`src/rtl/globals.sv`:
```
// Shared types and constants for the multiply/divide unit and its users.
package globals;

  typedef enum logic [1:0] {
    MULT  = 2'd0,
    MULTU = 2'd1,
    DIV   = 2'd2,
    DIVU  = 2'd3
  } muldiv_op_t;

  typedef enum logic [1:0] {
    IDLE = 2'd0,
    CALC = 2'd1,
    FIX  = 2'd2
  } muldiv_state_t;

  localparam int MULDIV_ITERS = 32;

endpackage

```
`src/rtl/muldiv_unit.sv`:
```
// Iterative radix-2 multiply/divide unit owning the HI/LO registers.
// Handshake: start is accepted only when busy=0; done pulses for one cycle as HI/LO take the result.
module muldiv_unit
  import globals::*;
#(
  parameter int WIDTH = 32,
  parameter int ITERS = WIDTH
) (
  input  logic          clock,
  input  logic          reset,
  input  logic          start,
  input  muldiv_op_t    op,
  input  logic [WIDTH-1:0] a,
  input  logic [WIDTH-1:0] b,
  input  logic          hi_we,
  input  logic          lo_we,
  input  logic [WIDTH-1:0] wd,
  output logic          busy,
  output logic          done,
  output logic [WIDTH-1:0] hi,
  output logic [WIDTH-1:0] lo,
  output muldiv_state_t state_dbg
);

  localparam int CW = $clog2(ITERS + 1);

  function automatic logic [WIDTH-1:0] abs_w(input logic [WIDTH-1:0] x, input logic sgn);
    return (sgn && x[WIDTH-1]) ? -x : x;
  endfunction

  function automatic logic [2*WIDTH-1:0] neg_if(input logic [2*WIDTH-1:0] x, input logic n);
    return n ? -x : x;
  endfunction

  muldiv_state_t state, state_next;

  logic [CW-1:0]      counter;
  logic [2*WIDTH-1:0] acc;
  logic [WIDTH-1:0]   mag_a, mag_b, a_orig;
  logic               is_div_q, neg_res, neg_rem, b_zero;

  logic               req_signed, req_div;
  logic [WIDTH:0]     mul_sum;
  logic [2*WIDTH-1:0] mul_next;
  logic [2*WIDTH:0]   div_shift;
  logic [WIDTH:0]     div_trial;
  logic [2*WIDTH-1:0] div_next;
  logic [2*WIDTH-1:0] prod_fix;
  logic [WIDTH-1:0]   fix_hi, fix_lo;

  assign busy       = (state != IDLE);
  assign state_dbg  = state;
  assign req_signed = (op == MULT) || (op == DIV);
  assign req_div    = (op == DIV) || (op == DIVU);

  always_ff @(posedge clock) begin
    if (reset) state <= IDLE;
    else       state <= state_next;
  end

  // CALC runs ITERS iterations plus one settle cycle so results land ITERS+2 edges after start.
  always_comb begin
    state_next = state;
    case (state)
      IDLE:    if (start) state_next = CALC;
      CALC:    if (counter == CW'(ITERS)) state_next = FIX;
      FIX:     state_next = IDLE;
      default: state_next = IDLE;
    endcase
  end

  always_comb begin
    mul_sum   = {1'b0, acc[2*WIDTH-1:WIDTH]} + (acc[0] ? {1'b0, mag_a} : '0);
    mul_next  = {mul_sum, acc[WIDTH-1:1]};
    div_shift = {acc, 1'b0};
    div_trial = div_shift[2*WIDTH:WIDTH] - {1'b0, mag_b};
    div_next  = div_trial[WIDTH] ? div_shift[2*WIDTH-1:0]
                                 : {div_trial[WIDTH-1:0], div_shift[WIDTH-1:1], 1'b1};
    prod_fix  = neg_if(acc, neg_res);
    fix_hi    = prod_fix[2*WIDTH-1:WIDTH];
    fix_lo    = prod_fix[WIDTH-1:0];
    if (is_div_q) begin
      if (b_zero) begin
        fix_hi = a_orig;
        fix_lo = '1;
      end else begin
        fix_lo = neg_res ? -acc[WIDTH-1:0] : acc[WIDTH-1:0];
        fix_hi = neg_rem ? -acc[2*WIDTH-1:WIDTH] : acc[2*WIDTH-1:WIDTH];
      end
    end
  end

  always_ff @(posedge clock) begin
    if (reset) begin
      hi       <= '0;
      lo       <= '0;
      done     <= 1'b0;
      counter  <= '0;
      acc      <= '0;
      mag_a    <= '0;
      mag_b    <= '0;
      a_orig   <= '0;
      is_div_q <= 1'b0;
      neg_res  <= 1'b0;
      neg_rem  <= 1'b0;
      b_zero   <= 1'b0;
    end else begin
      done <= 1'b0;
      case (state)
        IDLE: begin
          if (hi_we) hi <= wd;
          if (lo_we) lo <= wd;
          if (start) begin
            mag_a    <= abs_w(a, req_signed);
            mag_b    <= abs_w(b, req_signed);
            a_orig   <= a;
            is_div_q <= req_div;
            neg_res  <= req_signed && (a[WIDTH-1] ^ b[WIDTH-1]);
            neg_rem  <= (op == DIV) && a[WIDTH-1];
            b_zero   <= (b == '0);
            counter  <= '0;
            acc      <= {{WIDTH{1'b0}}, req_div ? abs_w(a, req_signed) : abs_w(b, req_signed)};
          end
        end
        CALC: begin
          if (counter != CW'(ITERS)) begin
            acc     <= is_div_q ? div_next : mul_next;
            counter <= counter + 1'b1;
          end
        end
        FIX: begin
          hi   <= fix_hi;
          lo   <= fix_lo;
          done <= 1'b1;
        end
        default: ;
      endcase
    end
  end

endmodule

```
`config.mk`:
```
export PLATFORM = sky130hd
export DESIGN_NAME = muldiv_unit
export DESIGN_NICKNAME = d
export VERILOG_FILES = /design/src/rtl/globals.sv /design/src/rtl/muldiv_unit.sv
export SDC_FILE = /design/constraint.sdc
export NUM_CORES = 1
export LEC_CHECK = 0
export ABC_AREA = 0
export CAP_MARGIN = 20
export CORE_UTILIZATION = 50
export DETAILED_ROUTE_END_ITERATION = 10
export PLACE_DENSITY = 0.79
export REMOVE_ABC_BUFFERS = 1
export SYNTH_ARGS = -nofsm -noshare
export SYNTH_HDL_FRONTEND = slang
export SYNTH_SLANG_ARGS = --single-unit
```
`constraint.sdc`:
```
create_clock -name clock -period 4.1 [get_ports clock]
set_input_delay 0.615 -clock clock [delete_from_list [all_inputs] [get_ports clock]]
set_output_delay 0.615 -clock clock [all_outputs]
set_load 0.1 [all_outputs]
```
# Yosys cells after proc, flatten, opt, wreduce, memory -nomap -nowiden
# Index checks and enable logic that the tools add are counted.
# word_totals
output_inout_bits	68
memories	0
latch_bits	0
reg_bits	237
input_bits	103
elab_cells	77
ram_bits	0
rom_bits	0
# op_classes
shifts	0
muxes	27
add_sub_neg	8
eq_ne	11
bitwise	1
reduce_logical	17
div	0
mul	0
order_cmp	0
# op_table
op	n
two-way mux 32 bit	12
two-way mux 64 bit	5
negation 32 bit	4
case mux 32 bit (2 select lines)	2
case mux 64 bit (2 select lines)	1
negation 64 bit	1
adder 32 x 32 -> 33 bit	1
subtractor 33 x 32 -> 33 bit	1
zero test 32 bit	1
two-way mux 6 bit	2
case mux 6 bit (2 select lines)	1
!= test 2 bit, second input constant	5
AND reduction 2 bit	4
adder 6 x 1 -> 6 bit, second input constant	1
equality test 2 bit, second input constant	3
equality test 6 bit, second input constant	1
!= test 6 bit, second input constant	1
nonzero test 2 bit	3
logical AND 1 bit	4
zero test 2 bit	2
two-way mux 2 bit	2
case mux 2 bit (2 select lines)	1
AND reduction 3 bit	1
equality test 2 x 1 -> 1 bit, second input constant	1
other kinds (3)	4

# Logic depth before layout (Yosys ltp)
# depth
ltp_word	7
ltp_mapped	15
mapped_depth_nobuf	13

# Worst setup path after synthesis
# OpenSTA, ideal clock, no wires.
# synth_path
kind	reg2reg
startpoint	register acc[0]
endpoint	register acc[57]
required_time_ns	3.954
path_buffers	2
setup_ns	0.146
t_arrival_ns	3.345
path_slack_ns	0.608
period_less_slack_ns	3.492
stages_incl_launch_ff	16
cell_sequence	dfxtp_1 clkbuf_1 clkbuf_1 and2_1 ha_1 inv_1 fa_1 nand2b_1 a2111oi_0 o21ai_0 a31o_2 o21ai_0 a31oi_1 xnor2_1 a22oi_1 o311ai_0
# synth_via
elab_chain_cells	5
# synth_lines
element	line	source
start: declaration	muldiv_unit.sv:38	logic [2*WIDTH-1:0] acc;
start signal: assignment	muldiv_unit.sv:122	acc <= {{WIDTH{1'b0}}, req_div ? abs_w(a, req_signed) : abs_w(b, req_signed)};
start signal: assignment	muldiv_unit.sv:127	acc <= is_div_q ? div_next : mul_next;
two-way mux 32 bit	muldiv_unit.sv:73	mul_sum = {1'b0, acc[2*WIDTH-1:WIDTH]} + (acc[0] ? {1'b0, mag_a} : '0);
adder 32 x 32 -> 33 bit	muldiv_unit.sv:73	
two-way mux 64 bit	muldiv_unit.sv:127	
two-way mux 64 bit	muldiv_unit.sv:126	if (counter != CW'(ITERS)) begin
case mux 64 bit (2 select lines)	muldiv_unit.sv:109	case (state)
# No other way between the ends. The select of a mux whose other input is x is not followed.
# A chain may end at the register's enable or synchronous reset.

# Final worst setup path
# layout_path
startpoint	register acc[31]
endpoint	register acc[45]
# layout_via
elab_chain_cells	5
# layout_lines
element	line	source
subtractor 33 x 32 -> 33 bit	muldiv_unit.sv:76	div_trial = div_shift[2*WIDTH:WIDTH] - {1'b0, mag_b};
two-way mux 64 bit	muldiv_unit.sv:77	div_next = div_trial[WIDTH] ? div_shift[2*WIDTH-1:0]
two-way mux 64 bit	muldiv_unit.sv:127	
two-way mux 64 bit	muldiv_unit.sv:126	
case mux 64 bit (2 select lines)	muldiv_unit.sv:109	
# No other way between the ends. The select of a mux whose other input is x is not followed.

==> flow_summary.json <==
{
  "outcome": "finished, final reports clean",
  "drc": 0,
  "finalHoldViolations": 0,
  "setup_slack_ps": 377,
  "nets": 2628,
  "worstPathArrival_ps": 4170,
  "finalSetupViolCount": 0,
  "cts_resized": 0,
  "async_flop_share_pct": 0,
  "cts_made_buffers": 27,
  "synth_edf_count": 0,
  "avgSynthCellArea_um2": 7.41,
  "viasPerCell": 6.49,
  "critical_path_class": "reg2reg",
  "hp-class": "in2reg",
  "worst_path_max_delay_cell": "fa_1",
  "end_kind": "flop",
  "postCtsHoldBufs": 0,
  "worst-path-buf-inv": 2,
  "grt_util_met3_pct": 6.11,
  "dpl.cell_count": 2879,
  "synth-seq-cells": 236,
  "place.gp.congestion": 1.03,
  "drt_iter0_markers": 2056,
  "grt-busiest-layer": "met2",
  "dieArea_mm2": 0.0359,
  "antennaDiodeCount": 0,
  "vias": 19000,
  "crit_fanout": 42,
  "clk_latency_ps": 560,
  "fin_crit_sh_pct": 90.8,
  "critPathRequiredTime_ps": 4550,
  "wl_um": 64000,
  "hpwl_um": 48000,
  "cts_tree": "yes",
  "start_kind": "flop",
  "clock-sinks": 236,
  "p_leak_nw": 8.00,
  "grt_usage_pct": 34.7,
  "dieWidth_um": 190,
  "grt_pass1_wl_um": 98200,
  "grt_max_degree": 96,
  "grt_pass1_vias": 17700,
  "antenna_found_initial": 0,
  "peakVddDrop_v": 0.000326,
  "drv_cap": 0,
  "path_cells": "inv_1, ha_1, fa_1, nor2b_1, o31ai_1, a211oi_1, o2111ai_1, nor4b_1, a311oi_4, buf_12, mux2_2, a221o_1",
  "power.density_mw_per_mm2": 352,
  "cp_top_family": "compound AO/OA/AOI/OAI gates",
  "io_pins": 171,
  "maxSlewHeadroom_pct": 30.3,
  "die_h_um": 190,
  "wl_per_cell_um": 21.9,
  "grtUsageMet2_pct": 53.1,
  "postCtsSetupBuffers": 0,
  "portBuffers": 170,
  "use_met1_pct": 45.9,
  "detail-route-antenna-nets": 0,
  "yosysWarnings": 0,
  "firstDrtPassIters": 6,
  "num_rows": 68,
  "seq_area_frac_synth_pct": 26.9,
  "min_period_ps": 3720,
  "synthCells": 2373,
  "max-clock-path-buffers": 3,
  "worstMarginPinSlew_ps": 1050,
  "fmax_mhz": 269,
  "grt_overflow": 0,
  "place_ws_ps": 132,
  "slew_viol_final": 0,
  "fillers": 3229,
  "finalClockSkew_ps": 12.7,
  "synth_flop_cell": "dfxtp_1",
  "drive_gt1_share_pct": 6.08,
  "path_clk_slew_ps": 60,
  "layout-area-overhead-vs-synth_pct": 17.1,
  "rsz0062_at_grt": "false",
  "initial_core_util_pct": 50.9,
  "root_buffer": "clkbuf_16",
  "coreArea_mm2": 0.0345,
  "htreeDepth": 1,
  "synth_area_mm2": 0.0176,
  "ys_types": 72,
  "layoutNonFillerInstCount": 2924,
  "cpPeakStageDelay_ps": 420
}
metrics by stage:
step / util (%) / instance area, µm² / setup TNS, ps / hold WS (ps) / power [mW]
global placement: 57.1 / 19700 / 0 / 441 / 4.75
global route: 59.7 / 20600 / 0 / 366 / 7.51
floorplan: - / 16900 / -106640 / 425 / 4.06
CTS: 59.7 / 20600 / 0 / 353 / 7.22
detailed placement: 57.1 / 19700 / 0 / 443 / 4.79
finish: 59.7 / 20600 / 0 / 382 / 7.25
flip-flops by register name (all words and copies together) (netlist names):
register	flops
acc	64
neg_res	1
state_dbg	2
hi	32
lo	32
done	1
mag_b	32
mag_a	32
a_orig	31
counter	6
is_div_q	1
neg_rem	1
b_zero	1
per-layer routing:
metal  vias to the layer above  share of wire (%)
li1                       8774                  -
met1                      8932                 41
met2                      1066                 44
met3                       210                9.6
met4                         0                5.8
met5                         -                  0
worst reg2reg max path: stages, from the launching register on:
cell and delay [ps]:
dfxtp_1 330, inv_1 50, ha_1 230, fa_1 420
nor2b_1 280, o31ai_1 130, a211oi_1 410, o2111ai_1 260
nor4b_1 230, a311oi_4 300, buf_12 280, mux2_2 380
a221o_1 340
kinds of logic after synthesis:
group	count (synthesis)	synth area share [%]
buffers and inverters	265	5.72
AO/OA/AOI/OAI	761	28.2
XOR/XNOR	170	8.46
AND/OR/NAND/NOR	788	20.9
flip-flops	236	26.9
multiplexers	81	4.65
adder cells (fa/ha/maj)	72	5.21
worst paths after layout:
kind	startpoint	end	slack, ps	depth (start not counted)
setup / recovery	acc[31]$_SDFFE_PP0P_	acc[45]$_SDFFE_PP0P_	380	12
hold / removal	reset	acc[46]$_SDFFE_PP0P_	380	2
setup reg to reg	acc[31]$_SDFFE_PP0P_	acc[45]$_SDFFE_PP0P_	380	12
hold reg to reg	lo[8]$_SDFFE_PP0P_	lo[8]$_SDFFE_PP0P_	450	2
layout by cell type, fill, tap and decap left out, drive strengths merged, types with 36 or more instances in the layout:
cell / n
dfxtp: 236
buf: 76
a21oi: 221
mux2i: 75
nor3: 62
o21ai: 134
and2: 42
ha: 70
a21o: 36
xnor2: 110
clkbuf: 40
nor2: 234
clkdlybuf4s50: 168
nand3: 40
xor2: 60
inv: 72
o221ai: 41
o211ai: 43
nand2: 248
a211oi: 101
final cells by class:
type,instances,area (µm²),area share (%)
multi-input cells,1872,11900,57.7
inverters,72,270,1.31
clock buffers,40,795,3.86
well taps,455,569,2.76
clock inverters,5,78.8,0.383
repair buffers,244,2270,11.0
flip-flops and latches,236,4730,23.0
cells in the mapped netlist, types with 18 or more instances:
cell type	instances	area [µm²]
or4_1	18	135
o211ai_1	43	323
o221ai_1	41	359
mux2i_1	75	751
o31ai_1	24	180
nand2b_1	20	125
and3_1	18	113
o21ai_0	134	671
nor2_1	234	878
nor3_1	62	310
or3_1	20	125
dfxtp_1	236	4720
a21o_1	36	270
nor4_1	20	125
a31oi_1	22	138
nand3_1	40	200
and2_1	42	263
ha_1	70	876
clkbuf_1	180	676
a21oi_1	221	1110
xor2_1	60	526
a211oi_1	101	758
nand2_1	248	931
inv_1	72	270
nand4_1	18	113
xnor2_1	110	963
power by group:
part | leakage [nW] | internal [mW] | switching [mW]
Clock | 0.430 | 1.45 | 1.01
Sequential | 1.94 | 2.46 | 0.182
Combinational | 5.63 | 0.750 | 1.40
Total | 8.00 | 4.66 | 2.59
(Power assumes the default switching activity.)
